$ cat src/rtl/stopwatch_ctrl.sv
// Stopwatch sequencer: derives one-cycle increment enables for the cascaded
// mod-60 seconds/minutes counters and handles run/pause, clear and adjust mode.
//
// Ports:
//   clk, rst_n   system clock (posedge) and asynchronous active-low reset
//   pause_pls    debounced pulse, toggles run/pause
//   clear_pls    debounced pulse, clears counters and returns to idle
//   adj_mode     level, adjust mode requested
//   adj_sel      level, adjust field: 0 = minutes, 1 = seconds
//   sec_wrap     seconds counter 59->0 wrap flag
//   sec_inc      registered increment enable to the seconds counter
//   min_inc      registered increment enable to the minutes counter
//   cnt_clr      registered synchronous clear to both counters
//   running      registered, high while running
//   adjusting    registered, high while adjusting
//   blink        registered display blink phase, low outside adjust mode
module stopwatch_ctrl #(
  parameter int unsigned CLK_HZ   = 100_000_000,
  parameter int unsigned ADJ_HZ   = 2,
  parameter int unsigned BLINK_HZ = 4
) (
  input  logic clk,
  input  logic rst_n,
  input  logic pause_pls,
  input  logic clear_pls,
  input  logic adj_mode,
  input  logic adj_sel,
  input  logic sec_wrap,
  output logic sec_inc,
  output logic min_inc,
  output logic cnt_clr,
  output logic running,
  output logic adjusting,
  output logic blink
);

  localparam int unsigned ADJ_DIV = CLK_HZ / ADJ_HZ;
  localparam int unsigned BLK_DIV = CLK_HZ / BLINK_HZ;
  // Guard against a zero-width divider when a divisor collapses to 1.
  localparam int unsigned RUN_W = (CLK_HZ  > 1) ? $clog2(CLK_HZ)  : 1;
  localparam int unsigned ADJ_W = (ADJ_DIV > 1) ? $clog2(ADJ_DIV) : 1;
  localparam int unsigned BLK_W = (BLK_DIV > 1) ? $clog2(BLK_DIV) : 1;

  localparam logic [RUN_W-1:0] RUN_TC = RUN_W'(CLK_HZ - 1);
  localparam logic [ADJ_W-1:0] ADJ_TC = ADJ_W'(ADJ_DIV - 1);
  localparam logic [BLK_W-1:0] BLK_TC = BLK_W'(BLK_DIV - 1);

  localparam logic [1:0] S_IDLE  = 2'd0;
  localparam logic [1:0] S_RUN   = 2'd1;
  localparam logic [1:0] S_PAUSE = 2'd2;
  localparam logic [1:0] S_ADJ   = 2'd3;

  logic [1:0]       state_q, state_d;
  logic [RUN_W-1:0] run_q, run_d;
  logic [ADJ_W-1:0] adj_q, adj_d;
  logic [BLK_W-1:0] blk_q, blk_d;
  logic             blink_d, sec_d, min_d, clr_d;
  logic             run_tc, adj_tc, blk_tc;

  assign run_tc = (run_q == RUN_TC);
  assign adj_tc = (adj_q == ADJ_TC);
  assign blk_tc = (blk_q == BLK_TC);

  // State register, dividers and registered outputs.
  always_ff @(posedge clk or negedge rst_n) begin
    if (!rst_n) begin
      state_q   <= S_IDLE;
      run_q     <= '0;
      adj_q     <= '0;
      blk_q     <= '0;
      blink     <= 1'b0;
      sec_inc   <= 1'b0;
      min_inc   <= 1'b0;
      cnt_clr   <= 1'b0;
      running   <= 1'b0;
      adjusting <= 1'b0;
    end else begin
      state_q   <= state_d;
      run_q     <= run_d;
      adj_q     <= adj_d;
      blk_q     <= blk_d;
      blink     <= blink_d;
      sec_inc   <= sec_d;
      min_inc   <= min_d;
      cnt_clr   <= clr_d;
      running   <= (state_d == S_RUN);
      adjusting <= (state_d == S_ADJ);
    end
  end

  // Next-state, divider and pulse logic; clear overrides everything,
  // including any tick or carry falling in the same cycle.
  always_comb begin
    state_d = state_q;
    run_d   = run_q;
    adj_d   = adj_q;
    blk_d   = blk_q;
    blink_d = blink;
    sec_d   = 1'b0;
    min_d   = 1'b0;
    clr_d   = 1'b0;

    if (clear_pls) begin
      clr_d   = 1'b1;
      state_d = S_IDLE;
      run_d   = '0;
      adj_d   = '0;
      blk_d   = '0;
      blink_d = 1'b0;
    end else begin
      case (state_q)
        S_IDLE: begin
          run_d = '0;
          if (adj_mode)       state_d = S_ADJ;
          else if (pause_pls) state_d = S_RUN;
        end
        S_RUN: begin
          run_d = run_tc ? '0 : run_q + RUN_W'(1);
          sec_d = run_tc;
          min_d = sec_wrap;
          if (pause_pls) state_d = S_PAUSE;
        end
        S_PAUSE: begin
          if (adj_mode)       state_d = S_ADJ;
          else if (pause_pls) state_d = S_RUN;
        end
        S_ADJ: begin
          adj_d = adj_tc ? '0 : adj_q + ADJ_W'(1);
          blk_d = blk_tc ? '0 : blk_q + BLK_W'(1);
          if (blk_tc) blink_d = ~blink;
          if (adj_sel) sec_d = adj_tc;
          else         min_d = adj_tc;
          // Leaving adjust restarts the adjust/blink phase for next time.
          if (!adj_mode) begin
            state_d = S_PAUSE;
            adj_d   = '0;
            blk_d   = '0;
            blink_d = 1'b0;
          end
        end
        default: state_d = S_IDLE;
      endcase
    end
  end

endmodule

$ cat config.mk
export PLATFORM = sky130hd
export DESIGN_NAME = stopwatch_ctrl
export DESIGN_NICKNAME = d
export VERILOG_FILES = /design/src/rtl/stopwatch_ctrl.sv
export SDC_FILE = /design/constraint.sdc
export NUM_CORES = 1
export LEC_CHECK = 0
export BUFFER_PORTS_ARGS = -buffer_cell sky130_fd_sc_hd__clkbuf_2
export CAP_MARGIN = 10
export CORE_MARGIN = 1
export CORE_UTILIZATION = 35
export DETAILED_ROUTE_END_ITERATION = 10
export HOLD_SLACK_MARGIN = 0.05
export PLACE_DENSITY_LB_ADDON = 0.08
export SLEW_MARGIN = 5
export SYNTH_ARGS = -nofsm -noshare
export SYNTH_HDL_FRONTEND = slang
export SYNTH_SLANG_ARGS = --single-unit
$ cat constraint.sdc
create_clock -name clk -period 6.6 [get_ports clk]
set_clock_uncertainty 0.2 [all_clocks]
set_input_delay 0.33 -clock clk [delete_from_list [all_inputs] [get_ports clk]]
set_output_delay 0.33 -clock clk [all_outputs]
set_load 0.1 [all_outputs]
==> summary.txt <==
Yosys
  – Synth warn: 0
  – Most used DFF post-synth: dfrtp_1
  – Synth cell types: 47
  – Syn avg cell area: about 9.6 µm²
  – #FFs+latches synth: 86
  – Netlist Area Pre-Place: around 0.0045 mm²
  – Largest cells by area after synthesis: dfrtp_1 (48%), xnor2_1 (7.2%), nor2_1 (6.2%), xor2_1 (4.5%), nand3_1 (3.2%)
  – Post-synth ARST share: 1.00
  – Top cell type's share of synthesized area: 0.479
  – Number of synthesized flops with an enable pin: 0
  – Syn Inst Count: 470
  – Synth area leader: dfrtp_1
  – Post-synthesis sequential area ratio: 0.479
  – Syn Nets: 480

Timing
  – Slew margin rel.: 0.397
  – Tcrit/Tclk final: 0.401
  – Final worst slack: approximately 4 ns
  – Fmax: ~380 MHz
  – Final hold vios: 0
  – Period minus WS final: 2.65 ns
  – Worst hold slack: roughly 0.067 ns
  – Setup TNS: 0 ns
  – RSZ-0062 raised after global routing: false
  – Worst-Margin Slew: ~0.9 ns
  – Max-slew violations: 0
  – Setup Viol. Count Final: 0

Detailed routing
  – Wirelength per Cell: between 10 and 15 µm
  – Drt drc: 0
  – Final WL: 9370 µm
  – DR vias: 3,334
  – DR iter-0 viols: 143
  – Post-DR vias/cell: slightly above 5
  – Antenna-violating nets left: 0
  – Pre-antenna DRT Iters: 4

Power and ir drop
  – Tot Pwr: around 1.1 mW
  – PwrDens: about 220 mW/mm²
  – Pleak: approximately 2 nW
  – Max rail drop VDD: between 0.09 and 0.1 mV

Die
  – Cell row count: between 40 and 50
  – Core Area: approximately 0.013 mm²
  – Vert. Die Dim: about 120 µm
  – Die area: about 0.013 mm²
  – Initial core utilization: 0.358
  – Die X: approximately 120 µm
  – I/O pin cnt: 13

Finish
  – Antenna diode count: 0
  – Layout cells sized above 1: 0.0945
  – Filler cell count: between 1,000 and 1,500
  – # nets final: 492
  – Layout area overhead: 12.0%
  – Layout Utilization: 0.401

CTS
  – CTS buffer count: 9
  – H-Tree Depth: 3
  – CTS tree: built
  – PostCTS Resize Cnt: 0
  – Clock latency on the worst-skew pair: 0.34 ns
  – CTS root buf: clkbuf_16
  – Clk slew on worst S/H paths: 0.06 ns
  – CTS Sinks: 86
  – Clk buf depth: 2

Setup path
  – Terminus of the critical flop-to-flop path: blink
  – Arr. time, crit path: 2.68 ns
  – Setup crit start: blk_q[17]
  – Crit Path Class: flop to flop
  – Worst-path fanout max: 15
  – Worst path required time: between 6 and 7 ns
  – R2R depth: 6
  – Setup crit end kind: flop
  – Reg2Reg Setup Slack: roughly 4.0 ns
  – Critical Path Start Type: flop
  – Reg-to-Reg Start: blk_q[17]

GRT
  – First-pass GRT wire length: 16,300 µm
  – Number of global-route vias before repair: between 3,000 and 4,000
  – Gr usage total: 0.159
  – Largest net degree at the start of global routing: a little under 60
  – Total congestion overflow: 0
  – Initial antenna violation count: 0

Place
  – Gp weighted congestion: roughly 0.74
  – Pre-CTS setup slack: around 3.9 ns
  – Dpl hpwl: roughly 6300 µm
  – Port-buffer cells: 12

Run
  – Max cap viols: 0

Worst hold path
  – WHS Path Cells: 1
  – Worst hold path type: input port to flop
  – Hold Path End: cnt_clr
  – HP Start: clear_pls

Run status
  – Status: finished clean
worst max-delay path by stage:
stage	depth (start not counted)	slack (ns)	to
2_1_floorplan	8	4.50	adj_q[14]
3_3_place_gp	6	3.92	blink
3_5_place_dp	5	3.94	run_q[12]
4_1_cts	5	3.93	adj_q[3]
5_1_grt	5	3.74	adj_q[3]
6_report	6	3.95	blink
metal layers:
layer	wire (µm)	global-route usage	share of wire	vias up
li1	-	-	-	1677
met1	4970	0.226	0.53	1608
met5	0	0	0	-
met4	188	0.0745	0.020	0
met2	4000	0.233	0.43	36
met3	201	0.0290	0.021	13
synthesized netlist by cell type, types with 7 or more instances:
master / n
o21ai_0: 11
nand3_1: 29
nor3_1: 28
nor4_1: 10
nand4_1: 21
and3_1: 10
xor2_1: 23
inv_1: 10
nand2_1: 28
nor2_1: 74
a21oi_1: 9
clkbuf_1: 7
dfrtp_1: 86
xnor2_1: 37
registers in the layout, summed over array words and instances (netlist names):
name       flops
cnt_clr        1
blk_q         25
run_q         27
blink          1
sec_inc        1
adjusting      1
adj_q         26
state_q        2
running        1
min_inc        1
layout by cell type (no fill, tap or decap), types with 9 or more instances in the layout:
cell        n
xor2_1     23
a21oi_1     9
and3_1     10
dfrtp_1    86
inv_1      10
nand2_1    28
clkbuf_2   11
xnor2_1    37
o21ai_0    11
nor2_1     74
clkbuf_16   9
nand3_1    29
nand4_1    21
nor4_1     10
nor3_1     28
logic make-up after synthesis:
logic type,after synthesis,share of synthesized area
fa+ha+maj,3,0.00835
xor+xnor,60,0.117
mux,6,0.0142
flops,86,0.479
simple gates,250,0.297
buf+inv,27,0.0289
compound gates,38,0.0562
metrics by stage:
step / instance area [µm²] / instances
5_1_grt: 5040 / 659
6_report: 5040 / 659
3_3_place_gp: 4700 / 640
2_1_floorplan: 4500 / 470
3_5_place_dp: 4700 / 640
4_1_cts: 5040 / 659
what timing repair did:
action / CTS / global route
setup endpoints to repair: 0 / 0
hold buffers: 3 / 0
hold endpoints to repair: 30 / 0
buffers inserted: 0 / 0
power breakdown:
group	internal [mW]	switching, mW	total, mW
Sequential	0.533	0.00652	0.540
Combinational	0.0158	0.0560	0.0719
Clock	0.314	0.204	0.517
worst max-delay path, cell delays in order (launching register included):
cell,delay (ns)
dfrtp_1,0.48
nor4b_1,0.35
and4b_1,0.24
a31o_2,0.20
and2_0,0.42
buf_4,0.30
mux2_2,0.35
layout make-up:
class | count | area, µm² | share of cell area
multi-input combinational | 357 | 2210 | 0.440
clock buffer | 13 | 260 | 0.0517
inverter | 10 | 37.5 | 0.00745
tap | 172 | 215 | 0.0427
sequential | 86 | 2150 | 0.427
timing repair buffer | 18 | 115 | 0.0229
clock inverter | 3 | 42.5 | 0.00845
No activity file was read; power rests on OpenSTA's default activity.
